[src/rtl/jump_pkg.sv]
// Shared constants and types for the jump game scene renderer.
package jump_pkg;

   localparam int COORD_W = 10;
   localparam int SIZE_W  = 8;

   localparam int DEF_PLAYER_W  = 16;
   localparam int DEF_PLAT_H    = 8;
   localparam int DEF_GROUND_Y  = 440;
   localparam int DEF_BLINK_BIT = 4;

   localparam logic [COORD_W-1:0] RST_PX = 10'd312;

   typedef struct packed {
      logic [3:0] r;
      logic [3:0] g;
      logic [3:0] b;
   } rgb_t;

   localparam rgb_t COL_PLAYER = '{r: 4'hF, g: 4'hF, b: 4'h0};
   localparam rgb_t COL_PLAT   = '{r: 4'h0, g: 4'hC, b: 4'h0};
   localparam rgb_t COL_GROUND = '{r: 4'h8, g: 4'h4, b: 4'h0};
   localparam rgb_t COL_SKY    = '{r: 4'h3, g: 4'h9, b: 4'hF};

   typedef enum logic {
      ST_IDLE,
      ST_PENDING
   } upd_state_e;

   // One complete scene description as posted by the game logic.
   typedef struct packed {
      logic [COORD_W-1:0] px;
      logic [COORD_W-1:0] py;
      logic [COORD_W-1:0] p0_x;
      logic [COORD_W-1:0] p0_y;
      logic [SIZE_W-1:0]  p0_w;
      logic [COORD_W-1:0] p1_x;
      logic [COORD_W-1:0] p1_y;
      logic [SIZE_W-1:0]  p1_w;
      logic               go;
   } scene_t;

endpackage

[src/rtl/jump_scene_renderer_rect_hit.sv]
// Combinational point-in-rectangle test; a zero width means the rectangle is hidden.
module rect_hit
   import jump_pkg::*;
(
   input  logic [COORD_W-1:0] x,
   input  logic [COORD_W-1:0] y,
   input  logic [COORD_W-1:0] rx,
   input  logic [COORD_W-1:0] ry,
   input  logic [SIZE_W-1:0]  rw,
   input  logic [SIZE_W-1:0]  rh,
   output logic               hit
);

   // One extra bit so that right/bottom edges never wrap around.
   logic [COORD_W:0] x_ext;
   logic [COORD_W:0] y_ext;
   logic [COORD_W:0] left;
   logic [COORD_W:0] top;
   logic [COORD_W:0] right;
   logic [COORD_W:0] bottom;

   assign x_ext  = {1'b0, x};
   assign y_ext  = {1'b0, y};
   assign left   = {1'b0, rx};
   assign top    = {1'b0, ry};
   assign right  = left + {{(COORD_W+1-SIZE_W){1'b0}}, rw};
   assign bottom = top  + {{(COORD_W+1-SIZE_W){1'b0}}, rh};

   // Half-open interval test on both axes.
   always_comb begin
      hit = (rw != '0) && (rh != '0) &&
            (x_ext >= left) && (x_ext < right) &&
            (y_ext >= top)  && (y_ext < bottom);
   end

endmodule

[src/rtl/jump_scene_renderer.sv]
// Scene pixel source: double-buffered object registers committed at frame start,
// blinking game-over player, and a fixed-priority colour mux.
module jump_scene_renderer
   import jump_pkg::*;
#(
   parameter int PLAYER_W  = DEF_PLAYER_W,
   parameter int PLAT_H    = DEF_PLAT_H,
   parameter int GROUND_Y  = DEF_GROUND_Y,
   parameter int BLINK_BIT = DEF_BLINK_BIT
)(
   input  logic               clk_vga,
   input  logic               rst_vga,
   input  logic [COORD_W-1:0] i_x,
   input  logic [COORD_W-1:0] i_y,
   input  logic               i_vs,
   input  logic               i_upd_valid,
   output logic               o_upd_ready,
   input  logic [COORD_W-1:0] i_px,
   input  logic [COORD_W-1:0] i_py,
   input  logic [COORD_W-1:0] i_p0_x,
   input  logic [COORD_W-1:0] i_p0_y,
   input  logic [SIZE_W-1:0]  i_p0_w,
   input  logic [COORD_W-1:0] i_p1_x,
   input  logic [COORD_W-1:0] i_p1_y,
   input  logic [SIZE_W-1:0]  i_p1_w,
   input  logic               i_game_over,
   output logic [3:0]         o_r,
   output logic [3:0]         o_g,
   output logic [3:0]         o_b
);

   localparam scene_t ACTIVE_RST = '{
      px:   RST_PX,
      py:   COORD_W'(GROUND_Y - PLAYER_W),
      p0_x: '0, p0_y: '0, p0_w: '0,
      p1_x: '0, p1_y: '0, p1_w: '0,
      go:   1'b0
   };

   logic       vs_q;
   logic       frm_sof;
   upd_state_e state_q, state_d;
   scene_t     stage_q, stage_d;
   scene_t     active_q, active_d;
   scene_t     payload;
   logic [5:0] frame_cnt_q;
   logic       xfer;

   assign frm_sof     = vs_q & ~i_vs;
   assign o_upd_ready = (state_q == ST_IDLE);
   assign xfer        = i_upd_valid & o_upd_ready;

   assign payload = '{
      px: i_px, py: i_py,
      p0_x: i_p0_x, p0_y: i_p0_y, p0_w: i_p0_w,
      p1_x: i_p1_x, p1_y: i_p1_y, p1_w: i_p1_w,
      go: i_game_over
   };

   // Vsync history for the falling-edge frame-start detector.
   always_ff @(posedge clk_vga) begin
      if (rst_vga) vs_q <= 1'b1;
      else         vs_q <= i_vs;
   end

   // Frame counter drives the game-over blink.
   always_ff @(posedge clk_vga) begin
      if (rst_vga)      frame_cnt_q <= '0;
      else if (frm_sof) frame_cnt_q <= frame_cnt_q + 6'd1;
   end

   // Handshake FSM: take one word while idle, publish it at the next frame start.
   // A word accepted on the frame-start cycle itself waits for the following one.
   always_comb begin
      state_d  = state_q;
      stage_d  = stage_q;
      active_d = active_q;
      case (state_q)
         ST_IDLE: begin
            if (xfer) begin
               stage_d = payload;
               state_d = ST_PENDING;
            end
         end
         ST_PENDING: begin
            if (frm_sof) begin
               active_d = stage_q;
               state_d  = ST_IDLE;
            end
         end
         default: state_d = ST_IDLE;
      endcase
   end

   // State, staging and active scene registers.
   always_ff @(posedge clk_vga) begin
      if (rst_vga) begin
         state_q  <= ST_IDLE;
         stage_q  <= '0;
         active_q <= ACTIVE_RST;
      end else begin
         state_q  <= state_d;
         stage_q  <= stage_d;
         active_q <= active_d;
      end
   end

   logic                       player_hit;
   logic                       player_vis;
   logic [1:0][COORD_W-1:0]    plat_x;
   logic [1:0][COORD_W-1:0]    plat_y;
   logic [1:0][SIZE_W-1:0]     plat_w;
   logic [1:0]                 plat_hit;

   assign plat_x = {active_q.p1_x, active_q.p0_x};
   assign plat_y = {active_q.p1_y, active_q.p0_y};
   assign plat_w = {active_q.p1_w, active_q.p0_w};

   rect_hit u_player (
      .x   (i_x),
      .y   (i_y),
      .rx  (active_q.px),
      .ry  (active_q.py),
      .rw  (SIZE_W'(PLAYER_W)),
      .rh  (SIZE_W'(PLAYER_W)),
      .hit (player_hit)
   );

   genvar gi;
   generate
      for (gi = 0; gi < 2; gi++) begin : g_plat
         rect_hit u_plat (
            .x   (i_x),
            .y   (i_y),
            .rx  (plat_x[gi]),
            .ry  (plat_y[gi]),
            .rw  (plat_w[gi]),
            .rh  (SIZE_W'(PLAT_H)),
            .hit (plat_hit[gi])
         );
      end
   endgenerate

   assign player_vis = player_hit & ~(active_q.go & frame_cnt_q[BLINK_BIT]);

   rgb_t pix;

   // Priority mux: player over platforms over ground over sky.
   always_comb begin
      pix = COL_SKY;
      if (player_vis)
         pix = COL_PLAYER;
      else if (|plat_hit)
         pix = COL_PLAT;
      else if ({1'b0, i_y} >= (COORD_W+1)'(GROUND_Y))
         pix = COL_GROUND;
   end

   assign o_r = pix.r;
   assign o_g = pix.g;
   assign o_b = pix.b;

endmodule

[config.mk]
export PLATFORM = sky130hd
export DESIGN_NAME = jump_scene_renderer
export DESIGN_NICKNAME = d
export VERILOG_FILES = /design/src/rtl/jump_pkg.sv /design/src/rtl/jump_scene_renderer_rect_hit.sv /design/src/rtl/jump_scene_renderer.sv
export SDC_FILE = /design/constraint.sdc
export NUM_CORES = 1
export LEC_CHECK = 0
export ABC_AREA = 1
export ABC_CLOCK_PERIOD_IN_PS = 8100
export BUFFER_PORTS_ARGS = -buffer_cell sky130_fd_sc_hd__buf_2
export CAP_MARGIN = 20
export CORE_ASPECT_RATIO = 0.9
export CORE_MARGIN = 1
export CORE_UTILIZATION = 60
export DETAILED_ROUTE_END_ITERATION = 10
export PLACE_DENSITY = 0.86
export SYNTH_ARGS = -nofsm -noshare
export SYNTH_HDL_FRONTEND = slang
export SYNTH_SLANG_ARGS = --single-unit
[constraint.sdc]
create_clock -name clk_vga -period 8.1 [get_ports clk_vga]
set_clock_uncertainty 0.2 [all_clocks]
set_input_delay 1.215 -clock clk_vga [delete_from_list [all_inputs] [get_ports clk_vga]]
set_output_delay 1.215 -clock clk_vga [all_outputs]
set_load 0.02 [all_outputs]
==> results of run 1 <==
==> final timing paths <==
kind / startpoint / to / slack (ns) / cells after the start
max: active_q[1] / o_b[2] / 3.22 / 20
min: active_q[11] / active_q[11] / 0.27 / 2
max reg2reg: state_q / active_q[27] / 5.55 / 6
min reg2reg: active_q[11] / active_q[11] / 0.27 / 2
==> cell type report <==
type,count,area share [%]
Inverter,134,4.74
Tap cell,202,2.38
Timing Repair Buffer,118,5.67
Sequential cell,161,30.3
Multi-Input combinational cell,949,51.4
Clock inverter,10,1.17
Clock buffer,22,4.27
==> power breakdown <==
group          internal, mW  total, mW  switching, mW
Clock                 0.466      0.802          0.336
Combinational         0.147      0.389          0.242
Sequential            0.848      0.883         0.0347
Total                  1.46       2.07          0.613
==> cells in the final DEF, fill, tap and decap left out, drive strengths merged, types with 8 or more instances in the layout <==
master	synthesis	final
ha	125	125
nand4	15	15
a21oi	90	90
o211ai	8	8
buf	17	118
inv	133	136
xnor2	10	10
nand3	42	42
nand2	179	179
nor2	263	263
dfxtp	161	161
o21ai	153	153
a21o	10	10
clkbuf	39	22
xor2	25	25
==> critical path, stage by stage (launching register included) <==
cell and delay [ns]:
dfxtp_1 0.34, ha_1 0.23, fa_1 0.41, nand3_1 0.09, nand2_1 0.11, a21oi_1 0.23
xor2_1 0.11, ha_1 0.31, nand2_1 0.08, nor2_1 0.11, nand2_1 0.07, nand2_1 0.05
nand2_1 0.04, nand2_1 0.06, nand2_1 0.05, nand2_1 0.05, nand2_1 0.08, nand2_2 0.13
nand3_2 0.10, nor2_1 0.18, buf_2 0.20
==> synth_stat cells (all sizes together), types with 15 or more instances <==
cell    instances  share of area, %
a21oi          90               4.8
buf            17               1.1
clkbuf         39               1.6
dfxtp         161                34
ha            125                17
inv           133               5.3
nand2         179               7.3
nand3          42               2.4
nand4          15              0.99
nor2          263                11
o21ai         153               8.1
xor2           25               2.3
==> routing by layer <==
| layer | wire length, µm | vias up | share of wire [%] |
|---|---|---|---|
| met2 | 10300 | 275 | 44 |
| met4 | 474 | 0 | 2.0 |
| met3 | 1460 | 46 | 6.3 |
| li1 | - | 4430 | - |
| met1 | 11100 | 4010 | 48 |
| met5 | 0 | - | 0 |
==> flip-flops by register name (all words and copies together) (netlist names) <==
register and flops:
active_q 77, frame_cnt_q 5, stage_q 77, state_q 1
vs_q 1
==> cell families (layout without fill, tap and decap cells) <==
family,after synthesis,in the layout,share of synthesized area [%]
simple gates,514,514,22.3
compound gates,273,273,15.3
buf+inv,190,284,7.97
flops,161,161,34.2
fa+ha+maj,127,127,17.0
xor+xnor,35,35,3.25
==> per-stage QoR <==
| step | setup WS, ns | hold slack [ns] | instance area, µm² |
|---|---|---|---|
| 2_1_floorplan | 3.86 | 0.233 | 9430 |
| 3_3_place_gp | 3.84 | 0.245 | 10000 |
| 3_5_place_dp | 3.78 | 0.256 | 10000 |
| 4_1_cts | 3.25 | 0.267 | 10600 |
| 5_1_grt | 2.95 | 0.294 | 10600 |
| 6_report | 3.22 | 0.268 | 10600 |
==> results.toml, run 1 <==
[job]
cap_violations = 0

[yosys]
ys_seq_elements = 161
synth_edf_count = 0
syn_nets = 1528
synth.yosys.seq_area_share_pct = 34.2
netlist_area_um2 = 9430
ys_types = 34
synth_flop_cell = "dfxtp_1"
syn_avg_cell_area_um2 = 7.26
synthArstFlopShare_pct = 0
synth_cells = 1300
yosys_warnings = 0

[floorplanning]
rows = 43
ios = 114
die_w_um = 134
chipHeight_um = 121
die-area_um2 = 16200
design.core.area_um2 = 15400
start_util_pct = 61.3

[sta]
final_max_slew_viol_count = 0
setup_viol = 0
relSlewSlack_pct = 31.0
fmax_ghz = 0.205
finalCriticalPeriod_ns = 4.88
grt_setup_unrepaired = "false"
worstMarginPinSlew_ns = 1.04
finalHoldViolations = 0
setup_tns_ns = 0
min_period_over_period_pct = 60.3

[grt]
gr-usage-met3_pct = 6.22
globalRouteTotalUtil_pct = 30.3
grt.overflow.total = 0
grt_use_met1_pct = 41.8
grt_max_degree = 117
top_usage_layer = "met2"
grt_pass1_wl_um = 39000
antenna_found_initial = 0
grt_util_met2_pct = 47.5
grt_pass1_vias = 8271

[cts]
cts_tree = "yes"
post_cts_resized = 0
htreeDepth = 4
cts_root_buf = "clkbuf_16"
cts_made_buffers = 17
holdBufCountCts = 0
clkSinkCount = 161
clk_latency_ns = 0.43
post-cts-setup-buffers = 0
path_clk_slew_ns = 0.07
clockBufferDepth = 2

[setup_path]
critPathRequiredTime_ns = 6.68
cp_data_arrival_time_ns = 3.47
crit_path_max_fanout = 4
cp-start-kind = "flop"
endpoint_kind = "output pin"
path_class = "reg -> out"

[finish]
seqCellArea_um2 = 3220
fillCellCount = 1287
area_delta_synth_final_pct = 12.7
post-route-util_pct = 69.1
multi_input_area_um2 = 5470
stdcell_count = 1596
n_antenna_cell = 0
fin_nets = 1609
drive_above_1_share_pct = 12.1

[routing]
drt_wl_total_um = 23300
drtPass1Iterations = 5
num_vias = 8761
drt_iter0_markers = 642
antenna_left = 0
via_per_inst = 5.49
remaining_drc_errors = 0
wl_per_cell_um = 14.6

[power]
vdd_drop_max_mv = 0.157
power.density_nw_per_um2 = 195
total_leakage_power_nw = 5.14
p_total_mw = 2.07

[placed_design]
io_buffers = 113
globalplace.congestion = 0.887
placed_cells = 1564
dp_hpwl_um = 16300

[hold_path]
holdCritPathClass = "reg -> reg"

[status]
status = "complete, no violations"
Power figures use the tool's default switching activity.
==> run 2: changes to the inputs <==
--- a/config.mk
+++ b/config.mk
@@ -6,14 +6,14 @@
 export NUM_CORES = 1
 export LEC_CHECK = 0
 export ABC_AREA = 1
-export ABC_CLOCK_PERIOD_IN_PS = 8100
+export ABC_CLOCK_PERIOD_IN_PS = 4950
 export BUFFER_PORTS_ARGS = -buffer_cell sky130_fd_sc_hd__buf_2
 export CAP_MARGIN = 20
 export CORE_ASPECT_RATIO = 0.9
 export CORE_MARGIN = 1
-export CORE_UTILIZATION = 60
+export CORE_UTILIZATION = 59
 export DETAILED_ROUTE_END_ITERATION = 10
-export PLACE_DENSITY = 0.86
+export PLACE_DENSITY = 0.85
 export SYNTH_ARGS = -nofsm -noshare
 export SYNTH_HDL_FRONTEND = slang
 export SYNTH_SLANG_ARGS = --single-unit
==> constraint.sdc (replaced) <==
create_clock -name clk_vga -period 4.95 [get_ports clk_vga]
set_clock_uncertainty 0.2 [all_clocks]
set_input_delay 0.7425 -clock clk_vga [delete_from_list [all_inputs] [get_ports clk_vga]]
set_output_delay 0.7425 -clock clk_vga [all_outputs]
set_load 0.02 [all_outputs]
==> run 2 against run 1 <==
  * Sequential share of layout area fell by 0.14 points
  * Wire length decreased by 2.5%
  * Total power grew 65%
  * Worst setup slack worse by 2.6 ns
  * Critical path type unchanged
  * Largest cell class unchanged
  * Largest power group unchanged
  * Highest routed layer unchanged
==> results.toml, run 2 (synthesized netlist as in run 1, its figures left out) <==
[status]
status = "complete, no violations"

[finish]
fillCellCount = 1285
drive_above_1_share_pct = 12.4
layout_common_cells = "255 x nor2_1, 174 x nand2_1, 161 x dfxtp_1"
reg_top3 = "active_q (77), stage_q (77), frame_cnt_q (5)"
n_antenna_cell = 0
layout_commonest_cell = "nor2_1"
fin_nets = 1610
area_delta_synth_final_pct = 13.2
post-route-util_pct = 68.9

[cts]
cts_tree = "yes"
clkSinkCount = 161
cts_made_buffers = 17
post_cts_resized = 0
post-cts-setup-buffers = 0
path_clk_slew_ns = 0.06
clk_latency_ns = 0.43
cts_root_buf = "clkbuf_16"
holdBufCountCts = 0
clockBufferDepth = 2
htreeDepth = 4

[routing]
drt_iter0_markers = 524
remaining_drc_errors = 0
num_vias = 8751
via_per_inst = 5.48
antenna_left = 0
wl_per_cell_um = 14.2
drt_wl_total_um = 22700
drtPass1Iterations = 5

[grt]
grt.overflow.total = 0
grt_max_degree = 91
grt_pass1_vias = 8299
antenna_found_initial = 0
grt_pass1_wl_um = 38200
globalRouteTotalUtil_pct = 29.3

[floorplanning]
rows = 43
start_util_pct = 60.9
ios = 114
die-area_um2 = 16500
die_w_um = 135
design.core.area_um2 = 15500
chipHeight_um = 122

[placed_design]
io_buffers = 113
globalplace.congestion = 0.897
dp_hpwl_um = 16400

[setup_path]
endpoint_kind = "output pin"
crit_path_max_fanout = 4
path_class = "reg -> out"
critPathBufInv = 1
cp-start-kind = "flop"
cp_data_arrival_time_ns = 3.39
crit_slowest_cell = "fa_1"
critPathRequiredTime_ns = 4.01
crit_path_max_incr_delay_ns = 0.40
crit_family = "simple AND/OR/NAND/NOR gates"
path_cells = "ha_1 -> fa_1 -> nand3_1 -> nand2_1 -> a21oi_1 -> xor2_1 -> ha_1 -> nand2_1 -> nor2_1 -> nand2_1 -> nand2_1 -> nand2_1 -> nand2_1 -> nand2_1 -> nand2_1 -> nand2_1 -> nand2_2 -> nand3_2 -> nor2_1 -> buf_2"
critPathMostFrequentCell = "nand2_1"

[hold_path]
holdCritPathClass = "reg -> reg"

[sta]
min_period_over_period_pct = 87.5
fmax_ghz = 0.231
setup_viol = 0
final_max_slew_viol_count = 0
worstMarginPinSlew_ns = 1.03
relSlewSlack_pct = 31.3
setup_tns_ns = 0
grt_setup_unrepaired = "false"
finalHoldViolations = 0
finalCriticalPeriod_ns = 4.33

[power]
power.density_nw_per_um2 = 320
vdd_drop_max_mv = 0.277
total_leakage_power_nw = 5.17

[job]
cap_violations = 0
run 2: cell count changes in the layout (fill, tap and decap cells not counted), sizes merged:
cell,previous run,this run
clkinv,4,6
inv,136,134
buf,118,119
run 2: stage by stage:
stage                     cells  setup slack [ns]  instance area [µm²]  hold slack [ns]  power (mW)
after floorplan            1300              1.19                 9430            0.233        1.90
after global placement     1565              1.26                10100            0.246        2.06
after detailed placement   1565              1.15                10100            0.253        2.09
after CTS                  1597             0.618                10700            0.262        3.42
after global routing       1597             0.392                10700            0.291        3.59
final                      1597             0.618                10700            0.259        3.42
run 2: final cells by class:
cell class	instances	area, µm²	share of cell area, %
Multi-Input combinational cell	949	5470	51.2
Sequential cell	161	3220	30.2
Timing Repair Buffer	119	623	5.84
Inverter	134	504	4.72
Clock buffer	22	484	4.53
Tap cell	202	253	2.37
Clock inverter	10	124	1.16
run 2: metal layers:
metal / vias up / share of wire [%] / GRT usage [%]
met1: 3989 / 46 / 37.6
met4: 0 / 2.7 / 10.5
met3: 48 / 6.7 / 6.28
met5: - / 0 / 0
met2: 288 / 45 / 48.2
li1: 4426 / - / -
run 2: power by group:
group | total, mW | internal [mW] | switching [mW]
clock network | 1.35 | 0.801 | 0.548
logic | 0.629 | 0.241 | 0.388
registers | 1.44 | 1.39 | 0.0544
run 2: worst min-delay path: stages (launching register included):
cell and delay, ns:
dfxtp_1 0.30, inv_1 0.06, a21oi_1 0.06
run 2: worst paths after layout:
| kind | start | end | slack (ns) | cells past startpoint |
|---|---|---|---|---|
| max | active_q[1] | o_b[0] | 0.62 | 20 |
| min | active_q[39] | active_q[39] | 0.26 | 2 |
| max reg2reg | state_q | active_q[76] | 2.80 | 6 |
| min reg2reg | active_q[39] | active_q[39] | 0.26 | 2 |
==> run 3: changes to the inputs <==
--- a/config.mk
+++ b/config.mk
@@ -5,15 +5,14 @@
 export SDC_FILE = /design/constraint.sdc
 export NUM_CORES = 1
 export LEC_CHECK = 0
-export ABC_AREA = 1
 export ABC_CLOCK_PERIOD_IN_PS = 4950
-export BUFFER_PORTS_ARGS = -buffer_cell sky130_fd_sc_hd__buf_2
 export CAP_MARGIN = 20
 export CORE_ASPECT_RATIO = 0.9
 export CORE_MARGIN = 1
-export CORE_UTILIZATION = 59
+export CORE_UTILIZATION = 60
 export DETAILED_ROUTE_END_ITERATION = 10
-export PLACE_DENSITY = 0.85
+export DONT_BUFFER_PORTS = 1
+export PLACE_DENSITY = 0.8
 export SYNTH_ARGS = -nofsm -noshare
 export SYNTH_HDL_FRONTEND = slang
 export SYNTH_SLANG_ARGS = --single-unit
==> run 3 against run 2 <==
  * Utilization fell by 2.8 points
  * Critical path depth fell by 6
  * Hold slack got worse by 0.075 ns
  * Highest routed layer unchanged
  * Clock-buffer cell count fell by 1
  * Critical path type unchanged
  * Largest cell class unchanged
  * Die area fell by 4.9%
==> results.toml, run 3 <==
[status]
status = "complete, no violations"

[floorplanning]
design.core.area_um2 = 14800
die-area_um2 = 15700
die_w_um = 132
chipHeight_um = 119
rows = 42
ios = 114
start_util_pct = 61.7

[power]
p_sw_uw = 735
sw_frac_of_total_pct = 24.4
pwr-share-seq_pct = 45.9
p_comb_share_pct = 10.3
internal-power_mw = 2.27
power.density_nw_per_um2 = 308
vdd_drop_max_mv = 0.245
clkPwrFrac_pct = 43.9
total_leakage_power_nw = 3.78

[cts]
clkSinkCount = 161
htreeDepth = 4
post-cts-setup-buffers = 0
clockBufferDepth = 2
post_cts_resized = 0
path_clk_slew_ns = 0.06
holdBufCountCts = 0
cts_made_buffers = 17
cts_root_buf = "clkbuf_16"
cts_tree = "yes"
clk_latency_ns = 0.43

[setup_path]
endpoint_kind = "output pin"
cp_data_arrival_time_ns = 3.83
path_class = "reg -> out"
crit_family = "compound AO/OA/AOI/OAI gates"
reg2reg_depth = 5
cp-start-kind = "flop"
crit_slowest_cell = "a2111o_1"
critPathRequiredTime_ns = 4.01
critPathLaunch = "active_q[30]"
crit_path_max_incr_delay_ns = 0.55
path_cells = "ha_1 -> a21o_1 -> a21oi_2 -> nor2b_1 -> o21ai_1 -> nor2b_1 -> xor2_1 -> ha_1 -> a21o_1 -> a211oi_1 -> o21a_1 -> o21ai_0 -> a2111o_1 -> a31o_4"
critPathBufInv = 0
crit_path_max_fanout = 5
r2r-start = "vs_q"
path_depth = 14
reg2reg_slack_ns = 2.59

[sta]
final_max_slew_viol_count = 0
relSlewSlack_pct = 42.6
worstMarginPinSlew_ns = 0.861
fmax_ghz = 0.210
finalCriticalPeriod_ns = 4.77
setup_viol = 0
grt_setup_unrepaired = "false"
finalHoldViolations = 0
setup_tns_ns = 0
min_period_over_period_pct = 96.4
worst_slack_ns = 0.180

[yosys]
yosysTopAreaCell = "dfxtp_1"
yosys-top-cells-count = "313 x nand2_1, 180 x a21oi_1, 161 x dfxtp_1"
netlist_area_um2 = 9110
synth.yosys.seq_area_share_pct = 35.4
yosysMostFrequentCell = "nand2_1"
synth_flop_cell = "dfxtp_1"
ys_types = 53
synth_cells = 1163
synth.area.top_cells = "dfxtp_1 35%, ha_1 17%, nand2_1 13%"
synth_edf_count = 0
yosysTopAreaCellShare_pct = 35.4
yosys_warnings = 0
syn_avg_cell_area_um2 = 7.84
synthArstFlopShare_pct = 0
syn_nets = 1391
ys_seq_elements = 161

[routing]
remaining_drc_errors = 0
drt_iter0_markers = 447
wl_per_cell_um = 15.3
via_per_inst = 5.71
antenna_left = 0
drtPass1Iterations = 5
drt_wl_total_um = 20500
num_vias = 7638

[hold_path]
holdCritPathClass = "in -> reg"
holdPathStages = 1
hp-start = "rst_vga"

[placed_design]
globalplace.congestion = 0.931
place_area_um2 = 9160
dp_hpwl_um = 14400
pre_cts_ws_ns = 0.513
io_buffers = 0

[finish]
final_area_um2 = 9760
n_antenna_cell = 0
fillCellCount = 1259
fin_nets = 1355
reg_top3 = "active_q (77), stage_q (77), frame_cnt_q (5)"
drive_above_1_share_pct = 4.39
area_delta_synth_final_pct = 7.12
layout_common_cells = "311 x nand2_1, 179 x a21oi_1, 161 x dfxtp_1"
layout_commonest_cell = "nand2_1"

[grt]
globalRouteTotalUtil_pct = 27.2
antenna_found_initial = 0
grt.overflow.total = 0
grt_max_degree = 162
grt_pass1_wl_um = 34200
grt_pass1_vias = 7306

[job]
cap_violations = 0
==> run 3: cell type report <==
cell class | count | area, µm² | share of cell area [%]
multi-input cells | 874 | 5420 | 55.5
flip-flops and latches | 161 | 3220 | 33.0
clock buffers | 21 | 450 | 4.61
inverters | 68 | 255 | 2.61
well taps | 198 | 248 | 2.54
clock inverters | 10 | 135 | 1.38
repair buffers | 5 | 37.5 | 0.384
==> run 3: final timing paths <==
path	endpoint
max	o_g[0]
min	stage_q[16]
max reg2reg	active_q[42]
min reg2reg	active_q[4]
==> run 3: layer usage <==
layer	global-route usage, %	up-vias	part of all wire (%)
met5	0	-	0
li1	-	3869	-
met2	46.1	176	47
met4	9.16	0	1.4
met3	6.77	28	5.9
met1	33.6	3565	46
==> run 3: power groups by stage <==
stage          sequential, mW  combinational (mW)  clock, mW
3_5_place_dp             1.41               0.303          0
5_1_grt                  1.38               0.356       1.39
2_1_floorplan            1.40               0.272          0
3_3_place_gp             1.40               0.291          0
6_report                 1.38               0.308       1.32
4_1_cts                  1.38               0.308       1.34
==> run 3: cell families after synthesis <==
| family | share of synthesized area [%] |
|---|---|
| buffers and inverters | 5.56 |
| adder cells (fa/ha/maj) | 17.6 |
| multiplexers | 0.110 |
| XOR/XNOR | 3.65 |
| AO/OA/AOI/OAI | 17.5 |
| flip-flops | 35.4 |
| AND/OR/NAND/NOR | 20.2 |
==> run 3: through the flow <==
step / util, % / hold WS [ns] / power, mW / cells
global placement: 62.0 / 0.235 / 1.70 / 1306
CTS: 66.0 / 0.168 / 3.02 / 1337
finish: 66.1 / 0.184 / 3.01 / 1337
detailed placement: 62.0 / 0.239 / 1.71 / 1306
floorplan: - / 0.232 / 1.67 / 1163
global route: 66.1 / 0.176 / 3.13 / 1337
